==> src/rtl/rlbp_pkg.sv <==
// Shared types for the RLBP readout path.
//   cap_state_e : capture state machine states
//   N_PD_DEF    : default number of photodiode comparisons per frame
//   lbp_code_t  : one assembled LBP code word (PD1 = bit 0)
package rlbp_pkg;

  localparam int N_PD_DEF = 12;

  typedef logic [N_PD_DEF-1:0] lbp_code_t;

  typedef enum logic [1:0] {
    ST_IDLE,
    ST_WAIT_BIT,
    ST_SETTLE,
    ST_PUSH
  } cap_state_e;

endpackage

==> src/rtl/rlbp_code_fifo.sv <==
// Small synchronous FIFO for completed codes, shared with later readout stages.
//   clk, rst_n : clock, asynchronous active-low reset
//   push, din  : write request and data (ignored when full unless popping too)
//   pop        : read request (ignored when empty)
//   dout       : head entry, valid while empty is low
//   full/empty : occupancy flags
module rlbp_code_fifo #(
  parameter int WIDTH = 12,
  parameter int DEPTH = 4
) (
  input  logic             clk,
  input  logic             rst_n,
  input  logic             push,
  input  logic [WIDTH-1:0] din,
  input  logic             pop,
  output logic [WIDTH-1:0] dout,
  output logic             full,
  output logic             empty
);

  localparam int AW = $clog2(DEPTH);
  localparam logic [AW:0] FULL_CNT = (AW+1)'(DEPTH);

  logic [WIDTH-1:0] mem [DEPTH];
  logic [AW-1:0]    wr_ptr;
  logic [AW-1:0]    rd_ptr;
  logic [AW:0]      count;
  logic             do_push;
  logic             do_pop;

  // A push into a full FIFO is still accepted when the head leaves the same cycle.
  assign do_pop  = pop && !empty;
  assign do_push = push && (!full || do_pop);

  assign full  = (count == FULL_CNT);
  assign empty = (count == '0);
  assign dout  = mem[rd_ptr];

  always_ff @(posedge clk or negedge rst_n) begin
    if (!rst_n) begin
      for (int i = 0; i < DEPTH; i++) mem[i] <= '0;
      wr_ptr <= '0;
      rd_ptr <= '0;
      count  <= '0;
    end else begin
      if (do_push) begin
        mem[wr_ptr] <= din;
        wr_ptr      <= wr_ptr + AW'(1);
      end
      if (do_pop) rd_ptr <= rd_ptr + AW'(1);
      case ({do_push, do_pop})
        2'b10:   count <= count + (AW+1)'(1);
        2'b01:   count <= count - (AW+1)'(1);
        default: count <= count;
      endcase
    end
  end

endmodule

==> src/rtl/rlbp_code_capture.sv <==
// Samples the asynchronous comparator once per photodiode strobe, assembles
// N_PD results into an LBP code and queues finished codes for the bus side.
//   wb_clk_i, wb_rst_ni : clock, asynchronous active-low reset
//   cmp_out_i           : raw comparator output (asynchronous)
//   start_i             : begin (or restart) a frame
//   bit_strobe_i        : comparator is evaluating the current photodiode
//   code_o/code_valid_o/code_ready_i : FIFO head with valid/ready handshake
//   busy_o              : frame in progress
//   done_o              : frame completed (code stored or dropped)
//   overflow_o/clr_ovf_i: sticky dropped-code flag and its clear
module rlbp_code_capture
  import rlbp_pkg::*;
#(
  parameter int N_PD   = N_PD_DEF,
  parameter int DEPTH  = 4,
  parameter int SETTLE = 2
) (
  input  logic            wb_clk_i,
  input  logic            wb_rst_ni,
  input  logic            cmp_out_i,
  input  logic            start_i,
  input  logic            bit_strobe_i,
  output logic [N_PD-1:0] code_o,
  output logic            code_valid_o,
  input  logic            code_ready_i,
  output logic            busy_o,
  output logic            done_o,
  output logic            overflow_o,
  input  logic            clr_ovf_i
);

  localparam int IW = $clog2(N_PD);
  localparam int CW = $clog2(SETTLE) + 1;
  localparam logic [IW-1:0] LAST_IDX = IW'(N_PD - 1);
  localparam logic [CW-1:0] CNT_INIT = CW'(SETTLE - 1);

  cap_state_e      state, state_n;
  logic [IW-1:0]   idx, idx_n;
  logic [CW-1:0]   cnt, cnt_n;
  logic [N_PD-1:0] shreg, shreg_n;
  logic            sync_ff, cmp_s;
  logic            push, pop, full, empty, ovf_evt;

  // Two-flop synchronizer for the comparator output.
  always_ff @(posedge wb_clk_i or negedge wb_rst_ni) begin
    if (!wb_rst_ni) begin
      sync_ff <= 1'b0;
      cmp_s   <= 1'b0;
    end else begin
      sync_ff <= cmp_out_i;
      cmp_s   <= sync_ff;
    end
  end

  always_ff @(posedge wb_clk_i or negedge wb_rst_ni) begin
    if (!wb_rst_ni) begin
      state <= ST_IDLE;
      idx   <= '0;
      cnt   <= '0;
      shreg <= '0;
    end else begin
      state <= state_n;
      idx   <= idx_n;
      cnt   <= cnt_n;
      shreg <= shreg_n;
    end
  end

  // A start in any state (re)opens a frame; in PUSH the current code is
  // still pushed in that cycle, so the finished frame is never lost.
  always_comb begin
    state_n = state;
    idx_n   = idx;
    cnt_n   = cnt;
    shreg_n = shreg;
    push    = 1'b0;
    done_o  = 1'b0;
    case (state)
      ST_IDLE: begin
        if (start_i) begin
          state_n = ST_WAIT_BIT;
          idx_n   = '0;
          shreg_n = '0;
        end
      end
      ST_WAIT_BIT: begin
        if (start_i) begin
          idx_n   = '0;
          shreg_n = '0;
        end else if (bit_strobe_i) begin
          state_n = ST_SETTLE;
          cnt_n   = CNT_INIT;
        end
      end
      ST_SETTLE: begin
        if (start_i) begin
          state_n = ST_WAIT_BIT;
          idx_n   = '0;
          shreg_n = '0;
        end else if (cnt == '0) begin
          shreg_n[idx] = cmp_s;
          if (idx == LAST_IDX) begin
            state_n = ST_PUSH;
          end else begin
            idx_n   = idx + IW'(1);
            state_n = ST_WAIT_BIT;
          end
        end else begin
          cnt_n = cnt - CW'(1);
        end
      end
      ST_PUSH: begin
        push   = 1'b1;
        done_o = 1'b1;
        if (start_i) begin
          state_n = ST_WAIT_BIT;
          idx_n   = '0;
          shreg_n = '0;
        end else begin
          state_n = ST_IDLE;
        end
      end
      default: state_n = ST_IDLE;
    endcase
  end

  assign busy_o       = (state != ST_IDLE);
  assign code_valid_o = !empty;
  assign pop          = code_valid_o && code_ready_i;

  // A code is dropped only when full and the head is not leaving this cycle.
  assign ovf_evt = push && full && !pop;

  // Sticky overflow; a new event beats a simultaneous clear.
  always_ff @(posedge wb_clk_i or negedge wb_rst_ni) begin
    if (!wb_rst_ni) begin
      overflow_o <= 1'b0;
    end else if (ovf_evt) begin
      overflow_o <= 1'b1;
    end else if (clr_ovf_i) begin
      overflow_o <= 1'b0;
    end
  end

  rlbp_code_fifo #(
    .WIDTH (N_PD),
    .DEPTH (DEPTH)
  ) u_fifo (
    .clk   (wb_clk_i),
    .rst_n (wb_rst_ni),
    .push  (push),
    .din   (shreg),
    .pop   (pop),
    .dout  (code_o),
    .full  (full),
    .empty (empty)
  );

endmodule

==> config.mk <==
export PLATFORM = sky130hd
export DESIGN_NAME = rlbp_code_capture
export DESIGN_NICKNAME = d
export VERILOG_FILES = /design/src/rtl/rlbp_pkg.sv /design/src/rtl/rlbp_code_fifo.sv /design/src/rtl/rlbp_code_capture.sv
export SDC_FILE = /design/constraint.sdc
export NUM_CORES = 1
export LEC_CHECK = 0
export ABC_AREA = 1
export CORE_ASPECT_RATIO = 1.25
export CORE_UTILIZATION = 55
export CTS_CLUSTER_SIZE = 40
export DETAILED_ROUTE_END_ITERATION = 6
export PLACE_DENSITY = 0.81
export SLEW_MARGIN = 15
export SYNTH_ARGS = -nofsm -noshare
export SYNTH_HDL_FRONTEND = slang
export SYNTH_SLANG_ARGS = --single-unit
export TNS_END_PERCENT = 10
==> constraint.sdc <==
create_clock -name wb_clk_i -period 4 [get_ports wb_clk_i]
set_input_delay 1 -clock wb_clk_i [delete_from_list [all_inputs] [get_ports wb_clk_i]]
set_output_delay 1 -clock wb_clk_i [all_outputs]
set_load 0.01 [all_outputs]
==> qor.csv <==
stage;metric;value;unit
synth;synth_enable_flop_cells;0;
power_and_ir_drop;swShare;39.6;%
sta;worst_pin_slew;0.971;ns
setup_path;arrival;2.32;ns
power_and_ir_drop;pwr-share-clk;24.0;%
synth;yosysSeqAreaShare;49.6;%
floorplan;dieArea;7510;µm²
clock_tree;clk_pin_slew_worst_paths;0.08;ns
cells_and_area;fill_cells;575;
cells_and_area;antenna_cells;0;
power_and_ir_drop;cellLeakagePower;2.29;nW
setup_path;cp_slowest_stage_delay;0.56;ns
cells_and_area;final_cell_mix;166 x nand2_1, 78 x dfrtp_1, 52 x o21ai_1;
setup_path;start_kind;flip-flop;
floorplan;io_pins;23;
cells_and_area;drive_gt1_share;6.36;%
synth;async_flop_share;100;%
setup_path;critPathCaptureType;output port;
global_route;grt_remaining_overflow;0;
clock_tree;cts_max_path_buffers;2;
synth;muxShareOfSynthArea;0;%
placement;io_buffers;22;
clock_tree;cts_max_level;3;
clock_tree;cts_tree;yes;
setup_path;worstPathCellList;buf_4 > inv_1 > o21ai_0 > o22ai_1 > clkdlybuf4s50_1;
power_and_ir_drop;p_seq_share;35.1;%
cells_and_area;layout_commonest_cell;nand2_1;
cells_and_area;nNetsFinal;516;
sta;fin_tns_setup;0;ns
power_and_ir_drop;p_per_area;612;nW/µm²
synth;synth_xor_area_share;1.11;%
placement;gp_congestion;0.816;
placement;dp_hpwl;5490;µm
setup_path;path_buf_inv;3;
power_and_ir_drop;ir_drop;0.393;mV
cells_and_area;regArea;1950;µm²
global_route;grt_pass1_wl;14400;µm
floorplan;start_util;56.8;%
synth;synthFlopType;dfrtp_1;
clock_tree;clock_sinks;78;
sta;slew_headroom;35.3;%
flow_run;cap_viol_max_count;0;
clock_tree;postCtsSetupBuffers;0;
synth;syn_area_per_cell;8.09;µm²
cells_and_area;design_area;4320;µm²
routing;viasPerCell;5.54;
clock_tree;clk_latency;0.34;ns
floorplan;die_w;77.7;µm
sta;fin_ws;0.683;ns
synth;ys_types;26;
sta;skew;0.00836;ns
setup_path;path_delay_family;buffers and inverters;
power_and_ir_drop;p_comb_share;40.9;%
synth;synthAdderAreaFrac;3.68;%
clock_tree;numCtsBuffers;9;
routing;drt.antenna.violating_nets;0;
routing;dr.first_iter.drc_count;337;
floorplan;coreArea;6930;µm²
synth;synth_area;3940;µm²
synth;ys.warnings.count;0;
synth;ys_seq_elements;78;
sta;setup_viol;0;
cells_and_area;multiInputGateArea;1680;µm²
sta;fmax;301;MHz
synth;synth_top_family_by_area;simple AND/OR/NAND/NOR gates;
power_and_ir_drop;power_switching;0.00105;W
routing;drc;0;
clock_tree;post_cts_resized;0;
sta;rsz0062_at_grt;no;
outcome;status;complete, no violations;
global_route;antenna_found_initial;0;
sta;period_share;82.9;%
routing;dr.pass1.iters;5;
setup_path;crit_type;reg2out;
cells_and_area;area_growth;9.75;%
routing;drt-total-wl;8480;µm
routing;drt-wirelength-per-cell;14.3;µm
placement;place_worst_setup_slack;0.948;ns
global_route;grt_util_all_layers;24.5;%
floorplan;die-height;96.6;µm
synth;syn_nets;505;
synth;synth_compound_area_share;13.2;%
floorplan;rows;34;
power_and_ir_drop;internal_power;0.00160;W
min_path;min_path_type;reg2reg;
sta;slew_viol_final;0;
setup_path;crit_required;3.00;ns
routing;vias;3287;
clock_tree;ctsHoldBuffers;0;
sta;hold_violations;0;
global_route;grt_max_degree;79;
synth;synthSimpleGateAreaFrac;24.7;%
placement;placed_cell_area;4110;µm²
synth;synthCells;487;
clock_tree;root_buffer;clkbuf_8;
global_route;grt_pass1_vias;3172;
setup_path;path_max_fanout;27;
setup_path;slowest_stage;clkdlybuf4s50_1;
sta;finalCriticalPeriod;3.32;ns
-- logic make-up (layout without fill, tap and decap cells) --
group	Yosys count	count (layout)
xor gates and xnor gates	5	5
DFF	78	78
and+or+nand+nor	235	235
buffers and inverters	58	74
AOI/OAI and AO/OA	100	100
adders and majority gates	11	11
-- power groups by stage --
stage               clock network, W  registers (W)  logic [W]
detailed placement                 0       0.000941    0.00108
finish                      0.000636       0.000929    0.00108
global route                0.000675       0.000936    0.00120
floorplan                          0       0.000915   0.000777
CTS                         0.000646       0.000925    0.00108
global placement                   0       0.000935    0.00105
-- metrics by stage --
stage	instances	hold slack [ns]	total power [W]	util (%)
2_1_floorplan	487	0.331	0.00169	-
3_3_place_gp	577	0.333	0.00198	59.3
3_5_place_dp	577	0.336	0.00202	59.3
4_1_cts	593	0.354	0.00266	62.3
5_1_grt	593	0.377	0.00281	62.3
6_report	593	0.352	0.00265	62.3
-- area by class of cell --
class	count	area share [%]
clock inverter	6	2.00
multi-input combinational	351	38.9
inverter	33	2.87
tap	90	2.60
timing repair buffer	25	5.56
sequential	78	45.2
clock buffer	10	2.95
-- registers in the layout, indices dropped and copies added, names as in the netlist, 2 cells and up --
name,flops
u_fifo.count,3
state,2
idx,4
u_fifo.rd_ptr,2
u_fifo.mem,48
cnt,2
u_fifo.wr_ptr,2
shreg,12
-- cell usage after synthesis (2+ instances only) --
master	n	area, µm²
a21oi_1	4	20.0
buf_1	5	18.8
buf_2	4	20.0
buf_4	2	15.0
buf_6	8	90.1
clkbuf_1	5	18.8
dfrtp_1	78	1950
ha_1	10	125
inv_1	29	109
inv_2	4	15.0
nand2_1	166	623
nand2_2	2	12.5
nand3_1	15	75.1
nand4_1	2	12.5
nor2_1	43	161
nor2_2	3	18.8
nor2_8	3	60.1
o21ai_0	30	150
o21ai_1	52	260
o22ai_1	13	81.3
xor2_1	4	35.0
-- per-layer routing --
metal	share of wire, %	GRT usage (%)
met1	42	30.0
met2	50	41.3
met3	5.8	3.77
met4	2.4	12.8
met5	0	0
-- worst paths after layout --
path / start / endpoint / slack (ns) / depth (start not counted)
max: u_fifo.rd_ptr[0]$_DFFE_PN0P_ / code_o[2] / 0.68 / 5
min reg2reg: sync_ff$_DFF_PN0_ / cmp_s$_DFF_PN0_ / 0.35 / 0
max reg2reg: u_fifo.count[0]$_DFFE_PN0P_ / u_fifo.count[2]$_DFFE_PN0P_ / 1.96 / 8
min in group asynchronous: wb_rst_ni / u_fifo.mem[27]$_DFFE_PN0P_ / 0.80 / 1
max in group asynchronous: wb_rst_ni / u_fifo.mem[9]$_DFFE_PN0P_ / 2.57 / 1
min: sync_ff$_DFF_PN0_ / cmp_s$_DFF_PN0_ / 0.35 / 0
(Power assumes the default switching activity.)
